==> src/rtl/mcmc_pkg.sv <==
// Shared definitions for the Metropolis commit controller and its helpers.
package mcmc_pkg;
  localparam int COST_WIDTH = 7;
  localparam int PROB_WIDTH = 8;
  localparam int CNT_WIDTH  = 16;

  typedef enum logic [2:0] {
    ST_IDLE,
    ST_WAIT,
    ST_EVAL,
    ST_DECIDE,
    ST_DONE
  } state_t;

  function automatic logic [CNT_WIDTH-1:0] sat_inc(input logic [CNT_WIDTH-1:0] v);
    return (&v) ? v : v + CNT_WIDTH'(1);
  endfunction
endpackage

==> src/rtl/metropolis_best_tracker.sv <==
// Best-so-far register pair: reloads on start, improves only on a strictly lower accepted cost.
module metropolis_best_tracker
  import mcmc_pkg::*;
#(
  parameter int VAR_WIDTH = 32
) (
  input  logic                  clk,
  input  logic                  rst,
  input  logic                  load,
  input  logic [VAR_WIDTH-1:0]  init_assignment,
  input  logic [COST_WIDTH-1:0] init_cost,
  input  logic                  update,
  input  logic [VAR_WIDTH-1:0]  prop_assignment,
  input  logic [COST_WIDTH-1:0] prop_cost,
  output logic [VAR_WIDTH-1:0]  best_assignment,
  output logic [COST_WIDTH-1:0] best_cost
);

  always_ff @(posedge clk or posedge rst) begin
    if (rst) begin
      best_assignment <= '0;
      best_cost       <= '0;
    end else if (load) begin
      best_assignment <= init_assignment;
      best_cost       <= init_cost;
    end else if (update && (prop_cost < best_cost)) begin
      // ties keep the older best
      best_assignment <= prop_assignment;
      best_cost       <= prop_cost;
    end
  end

endmodule

==> src/rtl/metropolis_commit_ctrl.sv <==
// Metropolis proposal/commit sequencer: handshake, probability-unit strobe, accept/commit, stop rules.
module metropolis_commit_ctrl
  import mcmc_pkg::*;
#(
  parameter int          VAR_WIDTH = 32,
  parameter logic [15:0] MAX_ITER  = 16'd1000
) (
  input  logic                  in_clock,
  input  logic                  in_reset,
  input  logic                  in_start,
  input  logic [VAR_WIDTH-1:0]  in_init_assignment,
  input  logic [COST_WIDTH-1:0] in_init_cost,
  input  logic                  in_prop_valid,
  output logic                  out_prop_ready,
  input  logic [VAR_WIDTH-1:0]  in_prop_assignment,
  input  logic [COST_WIDTH-1:0] in_prop_cost,
  output logic [PROB_WIDTH-1:0] out_u,
  output logic [PROB_WIDTH-1:0] out_v,
  output logic                  out_rng_enable,
  input  logic                  in_accept,
  output logic [VAR_WIDTH-1:0]  out_cur_assignment,
  output logic [COST_WIDTH-1:0] out_cur_cost,
  output logic [VAR_WIDTH-1:0]  out_best_assignment,
  output logic [COST_WIDTH-1:0] out_best_cost,
  output logic                  out_commit,
  output logic [CNT_WIDTH-1:0]  out_iter_count,
  output logic [CNT_WIDTH-1:0]  out_accept_count,
  output logic                  out_done
);

  state_t state, state_nxt;

  logic [VAR_WIDTH-1:0]  prop_assignment_p0;
  logic [COST_WIDTH-1:0] prop_cost_p0;

  logic                  handshake;
  logic                  decide;
  logic                  take;
  logic [COST_WIDTH-1:0] new_cost;
  logic [CNT_WIDTH-1:0]  iter_nxt;

  // in_start pre-empts everything, so an in-flight proposal never commits or counts
  assign handshake = (state == ST_WAIT) && in_prop_valid && !in_start;
  assign decide    = (state == ST_DECIDE) && !in_start;
  assign take      = decide && in_accept;
  assign new_cost  = take ? prop_cost_p0 : out_cur_cost;
  assign iter_nxt  = sat_inc(out_iter_count);

  always_ff @(posedge in_clock or posedge in_reset) begin
    if (in_reset) state <= ST_IDLE;
    else          state <= state_nxt;
  end

  always_comb begin
    state_nxt      = state;
    out_prop_ready = 1'b0;
    out_rng_enable = 1'b0;
    out_done       = 1'b0;
    case (state)
      ST_IDLE:   state_nxt = ST_IDLE;
      ST_WAIT: begin
        out_prop_ready = 1'b1;
        if (in_prop_valid) state_nxt = ST_EVAL;
      end
      ST_EVAL: begin
        out_rng_enable = 1'b1;
        state_nxt      = ST_DECIDE;
      end
      ST_DECIDE: begin
        if ((new_cost == '0) || (iter_nxt >= MAX_ITER)) state_nxt = ST_DONE;
        else                                            state_nxt = ST_WAIT;
      end
      ST_DONE: begin
        out_done  = 1'b1;
        state_nxt = ST_DONE;
      end
      default:   state_nxt = ST_IDLE;
    endcase
    if (in_start) state_nxt = (in_init_cost == '0) ? ST_DONE : ST_WAIT;
  end

  // p0: proposal capture at the handshake edge
  always_ff @(posedge in_clock) begin
    if (handshake) begin
      prop_assignment_p0 <= in_prop_assignment;
      prop_cost_p0       <= in_prop_cost;
    end
  end

  always_ff @(posedge in_clock or posedge in_reset) begin
    if (in_reset) begin
      out_cur_assignment <= '0;
      out_cur_cost       <= '0;
      out_iter_count     <= '0;
      out_accept_count   <= '0;
      out_commit         <= 1'b0;
      out_u              <= '0;
      out_v              <= '0;
    end else begin
      out_commit <= take;
      if (in_start) begin
        out_cur_assignment <= in_init_assignment;
        out_cur_cost       <= in_init_cost;
        out_iter_count     <= '0;
        out_accept_count   <= '0;
      end else begin
        if (handshake) begin
          out_u <= {{(PROB_WIDTH-COST_WIDTH){1'b0}}, out_cur_cost};
          out_v <= {{(PROB_WIDTH-COST_WIDTH){1'b0}}, in_prop_cost};
        end
        if (decide) out_iter_count <= iter_nxt;
        if (take) begin
          out_cur_assignment <= prop_assignment_p0;
          out_cur_cost       <= prop_cost_p0;
          out_accept_count   <= sat_inc(out_accept_count);
        end
      end
    end
  end

  metropolis_best_tracker #(
    .VAR_WIDTH(VAR_WIDTH)
  ) u_best (
    .clk             (in_clock),
    .rst             (in_reset),
    .load            (in_start),
    .init_assignment (in_init_assignment),
    .init_cost       (in_init_cost),
    .update          (take),
    .prop_assignment (prop_assignment_p0),
    .prop_cost       (prop_cost_p0),
    .best_assignment (out_best_assignment),
    .best_cost       (out_best_cost)
  );

endmodule

==> config.mk <==
export PLATFORM = sky130hd
export DESIGN_NAME = metropolis_commit_ctrl
export DESIGN_NICKNAME = d
export VERILOG_FILES = /design/src/rtl/mcmc_pkg.sv /design/src/rtl/metropolis_best_tracker.sv /design/src/rtl/metropolis_commit_ctrl.sv
export SDC_FILE = /design/constraint.sdc
export NUM_CORES = 1
export LEC_CHECK = 0
export ABC_AREA = 1
export CORE_ASPECT_RATIO = 1.5
export CORE_MARGIN = 2
export CORE_UTILIZATION = 30
export CTS_CLUSTER_SIZE = 28
export DETAILED_ROUTE_END_ITERATION = 16
export MAX_ROUTING_LAYER = met4
export SYNTH_ARGS = -nofsm -noshare
export SYNTH_HDL_FRONTEND = slang
export SYNTH_HIERARCHICAL = 1
export SYNTH_SLANG_ARGS = --single-unit
==> constraint.sdc <==
create_clock -name in_clock -period 5.45 [get_ports in_clock]
set_clock_uncertainty 0.1 [all_clocks]
set_input_delay 0.8175 -clock in_clock [delete_from_list [all_inputs] [get_ports in_clock]]
set_output_delay 0.8175 -clock in_clock [all_outputs]
set_load 0.01 [all_outputs]
==> out/metrics.yaml, run 1 <==
clocking:
  cts.clk_slew.worst_paths_ns: 0.06
  cts_buffers: 17
  post_cts_buffers: 0
  clock_sinks: 167
  clockBufferDepth: 2
  cts_hold_buffers: 0
  clock_latency_ns: 0.43
  htree_levels: 4
  cts_tree: "yes"
  root_buffer: "clkbuf_16"
  cts_resized: 0
logic_synthesis:
  ys_types: 44
  synth-edff-count: 39
  synth.cells.most_frequent: "nand2_1 (408), dfrtp_1 (128), nand3_1 (66)"
  synthSimpleGateAreaFrac_pct: 30.3
  async_flop_share_pct: 76.6
  synth_seq_cells: 167
  synth-adder-area-share_pct: 1.23
  yosysSeqAreaShare_pct: 53.6
  synth.avg_cell_area_um2: 8.29
  yosysTopAreaCell: "dfrtp_1"
  synth_compound_area_share_pct: 7.13
  netlist_instances: 985
  synth.top_cell.area_share_pct: 39.2
  post_synth_instance_area_mm2: 0.00816
  synth_xor_area_share_pct: 1.18
  yosys-mux-area-fraction_pct: 0
  yosysMostFrequentCell: "nand2_1"
  yosysWarningCount: 6
  synth_top_family_by_area: "simple AND/OR/NAND/NOR gates"
  synthFlopType: "dfrtp_1"
  synthTopCellsByArea: "dfrtp_1 (39%), nand2_1 (19%), edfxtp_1 (14%), nand3_1 (4.0%), nor2_1 (2.9%)"
die:
  num_io_pins: 213
  die_w_um: 139
  initial_core_util_pct: 30.2
  die_h_um: 206
  rows: 74
  fp.dieArea_mm2: 0.0286
  core_area_mm2: 0.0270
power:
  internal_power_mw: 2.40
  pwr_density_cell_mw_per_mm2: 299
  combPwrFrac_pct: 18.5
  switching_share_pct: 27.2
  switchingPower_mw: 0.900
  p_leak_nw: 4.92
  peakVddDrop_uv: 206
  clkPwrFrac_pct: 36.9
  p_seq_share_pct: 44.6
min_path:
  min_path_cells: 2
  hold_class: "reg2reg"
timing:
  fin_crit_sh_pct: 59.7
  fmax_ghz: 0.307
  fin_tns_setup_ns: 0
  worst_pin_slew_ns: 0.803
  finalSetupViolations: 0
  hold_violations: 0
  slew_headroom_pct: 46.3
  grt_setup_unrepaired: "no"
  final.min_clock_period_ns: 3.26
  slew_violations: 0
setup_path:
  criticalPathCategory: "in2reg"
  crit_required_ns: 5.71
  worstPathMaxFanout: 54
  ff2ff_path_depth: 11
  critPathCaptureType: "flip-flop"
  crit_arrival_ns: 3.51
  cp-start-kind: "input pin"
layout:
  area_growth_pct: 35.5
  drive_gt1_share_pct: 6.06
  nets: 1266
  fin_util_pct: 40.9
  final.fill_count: 2750
detailed_routing:
  ant_nets: 0
  wl_mm: 24.6
  wl_per_cell_um: 16.1
  drtPass1Iterations: 5
  first_iter_violations: 266
  via_per_inst: 4.68
  drcViolationCount: 0
  vias: 7160
run:
  cap_violations: 0
global_routing:
  antenna_found_initial: 1
  overflow: 0
  first_global_vias: 7069
  track_usage_pct: 17.8
  grt_pass1_wl_mm: 38.5
  grt_max_degree: 63
place:
  gp_congestion: 0.827
  dp_hpwl_mm: 17.6
  port_buffers: 210
run_status:
  outcome: "complete, no violations"
-- through the flow --
stage,std cells,setup slack (ns),hold WS (ns),power [mW],area (um^2)
floorplan,986,2.23,0.409,1.76,8170
global placement,1498,1.82,0.357,2.11,10500
detailed placement,1498,1.74,0.358,2.12,10500
CTS,1530,2.19,0.374,3.35,11100
global route,1531,1.90,0.401,3.46,11100
finish,1531,2.19,0.375,3.30,11100
-- per-layer routing --
metal | global-route usage (%) | routed length, um | vias to the layer above | share of wire [%]
met5 | - | 0 | - | 0
met4 | 6.39 | 612 | 0 | 2.5
met3 | 3.04 | 1040 | 31 | 4.2
met2 | 32.4 | 13200 | 182 | 54
met1 | 19.6 | 9700 | 3375 | 39
li1 | - | - | 3572 | -
-- cell type report --
cell class              count  area, um^2  area share, %
flip-flops and latches    167        4370           39.5
multi-input cells         704        3260           29.5
repair buffers            217        2150           19.4
clock buffers              22         465           4.21
well taps                 342         428           3.87
inverters                  68         262           2.36
clock inverters            10         120           1.09
diodes                      1        2.50         0.0226
-- sequential cells by signal, summed over array words and instances, names as in the netlist --
signal	cells
out_accept_count	16
out_v	7
out_commit	1
out_u	7
u_best/best_assignment	32
u_best/best_cost	7
prop_assignment_p0	32
state	3
out_cur_cost	7
prop_cost_p0	7
out_iter_count	16
out_cur_assignment	32
-- final timing paths --
path / slack, ns / from / endpoint
max: 2.19 / in_start / u_best/best_cost[2]$_DFFE_PP0P_
max reg2reg: 2.63 / state[1]$_DFFE_PP0P_ / u_best/best_cost[2]$_DFFE_PP0P_
max in group asynchronous: 3.43 / in_reset / out_cur_cost[1]$_DFF_PP0_
min in group asynchronous: 0.72 / in_reset / u_best/best_assignment[14]$_DFFE_PP0P_
min: 0.37 / out_v[1]$_DFFE_PP0P_ / out_v[1]$_DFFE_PP0P_
min reg2reg: 0.37 / out_v[1]$_DFFE_PP0P_ / out_v[1]$_DFFE_PP0P_
-- cell families (layout without fill, tap and decap cells) --
family,count (synthesis),after routing
AO/OA/AOI/OAI,97,97
XOR/XNOR,11,11
adder cells (fa/ha/maj),8,8
buffers and inverters,115,317
flip-flops,167,167
other,1,3
AND/OR/NAND/NOR,586,586
-- critical path, stage by stage --
cell and delay, ns:
buf_4 0.24, inv_4 0.54, nand3_4 0.23, clkinv_2 0.11
nand3b_1 0.09, nor2_1 0.14, nand2_2 0.47, nand2_1 0.19
buf_4 0.42, nand2_1 0.10, nand2_1 0.08
-- layout by cell type, fill, tap and decap left out, types with 3 or more instances in the layout --
master / Yosys / routed
clkdlybuf4s50_1: 0 / 209
nor3_1: 12 / 12
ha_1: 8 / 8
inv_1: 60 / 58
nand3_2: 4 / 4
nand2_2: 4 / 4
nand3_1: 66 / 66
nand4_1: 10 / 10
a31oi_1: 33 / 33
clkinvlp_4: 0 / 3
dfrtp_1: 128 / 128
o21ai_1: 6 / 6
clkbuf_1: 18 / 4
inv_2: 5 / 5
nand2_1: 408 / 408
nor2_4: 3 / 3
nor2_1: 62 / 62
edfxtp_1: 39 / 39
o22ai_1: 8 / 8
o31ai_1: 7 / 7
o21ai_0: 24 / 24
a21oi_1: 12 / 12
clkbuf_16: 0 / 18
buf_4: 7 / 8
nor2_2: 4 / 4
xor2_1: 11 / 11
inv_4: 1 / 3
-- power by group through the flow --
| stage | clock network [mW] | registers, mW | logic (mW) |
|---|---|---|---|
| floorplan | 0 | 1.53 | 0.225 |
| global placement | 0 | 1.50 | 0.615 |
| detailed placement | 0 | 1.50 | 0.620 |
| CTS | 1.25 | 1.48 | 0.621 |
| global route | 1.30 | 1.49 | 0.670 |
| finish | 1.22 | 1.47 | 0.610 |
No activity file was read; power rests on OpenSTA's default activity.
==> run 2: changes to the inputs <==
clock period = 2.9 ns   (was 5.45 ns; I/O delays follow)
==> out/metrics.yaml, run 2 (synthesis gave the netlist of run 1 again) <==
detailed_routing:
  met3_length_mm: 1.06
  met2_length_mm: 13.7
  first_iter_violations: 294
  drtPass1Iterations: 5
  ant_nets: 0
  wl_mm: 25.2
  vias: 7243
  via_per_inst: 4.71
  wl_per_cell_um: 16.4
  top_layer_used: "met4"
  drcViolationCount: 0
  wl_met1_mm: 9.79
clocking:
  htree_levels: 4
  clock_latency_ns: 0.44
  cts_tree: "yes"
  clock_sinks: 167
  root_buffer: "clkbuf_16"
  cts.clk_slew.worst_paths_ns: 0.07
  cts_buffers: 17
  cts_resized: 0
  cts_hold_buffers: 0
  post_cts_buffers: 0
  clockBufferDepth: 2
run_status:
  outcome: "complete, no violations"
setup_path:
  criticalPathCategory: "reg2out"
  worstPathMaxFanout: 5
  path_cells: "inv_1, nor3_1, clkdlybuf4s50_1"
  max_stage_delay_ns: 0.61
  crit_required_ns: 2.37
  crit_arrival_ns: 1.93
  slowest_stage: "clkdlybuf4s50_1"
  ff2ff_path_depth: 11
  critPathCaptureType: "output port"
  r2r_end: "state[2]$_DFFE_PP0P_"
  regToRegStartpoint: "out_iter_count[0]$_DFFE_PP0P_"
  cp-start-kind: "flip-flop"
  rrSetupSlack_ns: 0.67
global_routing:
  first_global_vias: 7102
  track_usage_pct: 18.2
  antenna_found_initial: 0
  grt_pass1_wl_mm: 39.4
  grt_max_degree: 65
  overflow: 0
place:
  placed_cells: 1504
  dp_hpwl_mm: 18.1
  gp_congestion: 0.840
  pre_cts_ws_ns: 0.495
  port_buffers: 210
timing:
  worst_pin_slew_ns: 0.825
  holdWs_ns: 0.235
  slew_violations: 0
  finalSetupViolations: 0
  final.min_clock_period_ns: 2.47
  hold_violations: 0
  setup_ws_ns: 0.433
  fmax_ghz: 0.405
  fin_crit_sh_pct: 85.1
  fin_tns_setup_ns: 0
  slew_headroom_pct: 44.7
  grt_setup_unrepaired: "no"
layout:
  layout_common_cells: "nand2_1 (408), clkdlybuf4s50_1 (209), dfrtp_1 (128)"
  final.fill_count: 2679
  top_regs: "out_cur_assignment x32, prop_assignment_p0 x32, u_best/best_assignment x32"
  nets: 1272
  final_cells: 1537
  area_growth_pct: 37.4
  layout_commonest_cell: "nand2_1"
  drive_gt1_share_pct: 6.45
power:
  p_leak_nw: 5.00
  power_mw: 6.44
  peakVddDrop_uv: 413
  pwr_density_cell_mw_per_mm2: 574
min_path:
  hold_class: "in2async"
run:
  cap_violations: 0
die:
  die_w_um: 139
  num_io_pins: 213
  initial_core_util_pct: 30.2
  fp.dieArea_mm2: 0.0286
  rows: 74
  die_h_um: 206
  core_area_mm2: 0.0270
## run 2: final cells by class
cell class	instances	area, um^2	share of cell area (%)
Sequential cell	167	4370	39.0
Multi-Input combinational cell	704	3260	29.1
Timing Repair Buffer	223	2260	20.1
Clock buffer	23	458	4.08
Tap cell	342	428	3.81
Inverter	68	262	2.33
Clock inverter	9	174	1.55
Antenna cell	1	2.50	0.0223
## run 2: worst max-delay path by stage
stage | depth (start not counted) | startpoint | end
2_1_floorplan | 1 | in_reset | out_accept_count[0]$_DFFE_PP0P_
3_3_place_gp | 10 | in_accept | u_best/best_assignment[16]$_DFFE_PP0P_
3_5_place_dp | 10 | in_accept | u_best/best_assignment[19]$_DFFE_PP0P_
4_1_cts | 3 | state[2]$_DFFE_PP0P_ | out_done
5_1_grt | 3 | state[2]$_DFFE_PP0P_ | out_done
6_report | 3 | state[2]$_DFFE_PP0P_ | out_done
## run 2: metrics by stage
step / cell area (um^2) / util (%)
6_report: 11200 / 41.5
5_1_grt: 11200 / 41.5
3_3_place_gp: 10600 / 39.2
4_1_cts: 11200 / 41.5
3_5_place_dp: 10600 / 39.2
2_1_floorplan: 8170 / -
## run 2: worst max-delay path, delay by kind of cell, from the launching register on
| family | cells | cell delay [ns] |
|---|---|---|
| simple gates | 1 | 0.31 |
| buf+inv | 2 | 0.72 |
| flops | 1 | 0.48 |
## run 2: routing by layer
layer,up-vias,global-route usage (%)
met3,33,3.66
met4,0,7.32
li1,3588,-
met2,193,33.3
met1,3429,19.4
met5,-,-
## run 2: power breakdown
| group | internal (mW) | switching (mW) |
|---|---|---|
| Clock | 1.55 | 0.944 |
| Sequential | 2.63 | 0.144 |
| Combinational | 0.581 | 0.594 |
==> run 3: changes to the inputs <==
PLACE_DENSITY = 0.59   (was default)
==> out/metrics.yaml, run 3 (synthesis gave the netlist of run 1 again) <==
run_status:
  outcome: "complete, no violations"
clocking:
  cts_buffers: 17
  cts_hold_buffers: 0
  clock_sinks: 167
  cts.clk_slew.worst_paths_ns: 0.07
  post_cts_buffers: 0
  cts_resized: 0
  htree_levels: 4
  root_buffer: "clkbuf_16"
  cts_tree: "yes"
  clockBufferDepth: 2
  clock_latency_ns: 0.43
layout:
  fin_util_pct: 41.5
  top_regs: "out_cur_assignment x32, prop_assignment_p0 x32, u_best/best_assignment x32"
  layout_commonest_cell: "nand2_1"
  layout_common_cells: "nand2_1 (408), clkdlybuf4s50_1 (209), dfrtp_1 (128)"
  nets: 1273
  num_antenna_cells: 0
  area_growth_pct: 37.5
  fin_area_mm2: 0.0112
  drive_gt1_share_pct: 6.69
timing:
  slew_violations: 0
  fin_tns_setup_ns: 0
  fmax_ghz: 0.407
  fin_crit_sh_pct: 84.8
  worst_pin_slew_ns: 0.627
  setup_ws_ns: 0.440
  hold_violations: 0
  slew_headroom_pct: 58.2
  finalSetupViolations: 0
  grt_setup_unrepaired: "no"
  final.min_clock_period_ns: 2.46
min_path:
  hold_class: "in2reg"
  min_path_cells: 3
  hold_path_startpoint: "in_start"
  whs_endpoint: "out_cur_cost[4]$_DFF_PP0_"
power:
  power_mw: 6.40
  peakVddDrop_uv: 458
  p_leak_nw: 5.01
  pwr_density_cell_mw_per_mm2: 570
die:
  fp.dieArea_mm2: 0.0286
  core_area_mm2: 0.0270
  rows: 74
  die_h_um: 206
  num_io_pins: 213
  initial_core_util_pct: 30.2
  die_w_um: 139
global_routing:
  track_usage_pct: 18.0
  overflow: 0
  grt_pass1_wl_mm: 39.0
  antenna_found_initial: 0
  grt_max_degree: 54
  first_global_vias: 7157
setup_path:
  ff2ff_path_depth: 11
  worstPathMaxFanout: 5
  max_stage_delay_ns: 0.61
  crit_required_ns: 2.37
  cp-start-kind: "flip-flop"
  criticalPathCategory: "reg2out"
  crit_family: "buffers and inverters"
  rrSetupSlack_ns: 0.75
  regToRegStartpoint: "out_iter_count[0]$_DFFE_PP0P_"
  path_cells: "inv_1, nor3_1, clkdlybuf4s50_1"
  r2r_end: "state[2]$_DFFE_PP0P_"
  critPathBufInv: 2
  slowest_stage: "clkdlybuf4s50_1"
  critPathCaptureType: "output port"
  crit_arrival_ns: 1.92
place:
  port_buffers: 210
  pre_cts_ws_ns: 0.436
  dp_hpwl_mm: 17.8
  placed_cell_area_mm2: 0.0106
  gp_congestion: 0.831
detailed_routing:
  wl_per_cell_um: 16.1
  first_iter_violations: 330
  wl_mm: 24.8
  drcViolationCount: 0
  drtPass1Iterations: 5
  vias: 7254
  via_per_inst: 4.72
  ant_nets: 0
run:
  cap_violations: 0
[run 3: per-stage QoR]
step / hold WS, ns / cells
2_1_floorplan: 0.409 / 986
3_3_place_gp: 0.355 / 1505
6_report: 0.330 / 1537
4_1_cts: 0.308 / 1537
5_1_grt: 0.335 / 1537
3_5_place_dp: 0.362 / 1505
[run 3: cell type report]
type                    instances  area, um^2
fillers                      2698       15800
well taps                     342         428
clock buffers                  27         568
repair buffers                224        2250
clock inverters                 5        76.3
flip-flops and latches        167        4370
multi-input cells             704        3260
inverters                      68         262
[run 3: where the power goes]
part           total, mW  switching, mW  leakage (nW)  internal (mW)
sequential          2.77          0.142          1.96           2.63
clock               2.47          0.945         0.318           1.52
combinational       1.17          0.587          2.74          0.579
total               6.40           1.67          5.01           4.73
[run 3: worst max path at each step]
| stage | startpoint | endpoint | slack (ns) | cells after the start |
|---|---|---|---|---|
| 3_5_place_dp | in_accept | u_best/best_assignment[26]$_DFFE_PP0P_ | 0.44 | 10 |
| 3_3_place_gp | in_accept | u_best/best_assignment[10]$_DFFE_PP0P_ | 0.48 | 10 |
| 6_report | state[2]$_DFFE_PP0P_ | out_done | 0.44 | 3 |
| 4_1_cts | state[2]$_DFFE_PP0P_ | out_done | 0.42 | 3 |
| 5_1_grt | state[2]$_DFFE_PP0P_ | out_done | 0.33 | 3 |
| 2_1_floorplan | in_reset | out_accept_count[0]$_DFFE_PP0P_ | 0.06 | 1 |
[run 3: routing by layer]
| metal | part of all wire [%] | global-route usage, % | up-vias |
|---|---|---|---|
| li1 | - | - | 3587 |
| met1 | 39 | 19.8 | 3431 |
| met2 | 53 | 31.9 | 198 |
| met3 | 4.1 | 3.08 | 38 |
| met4 | 3.7 | 8.33 | 0 |
| met5 | 0 | - | - |
[run 3: worst min-delay path, delay by kind of cell]
kind | cells | cell delay, ns
buffers and inverters | 1 | 0.21
and+or+nand+nor | 1 | 0.09
AOI/OAI and AO/OA | 1 | 0.07
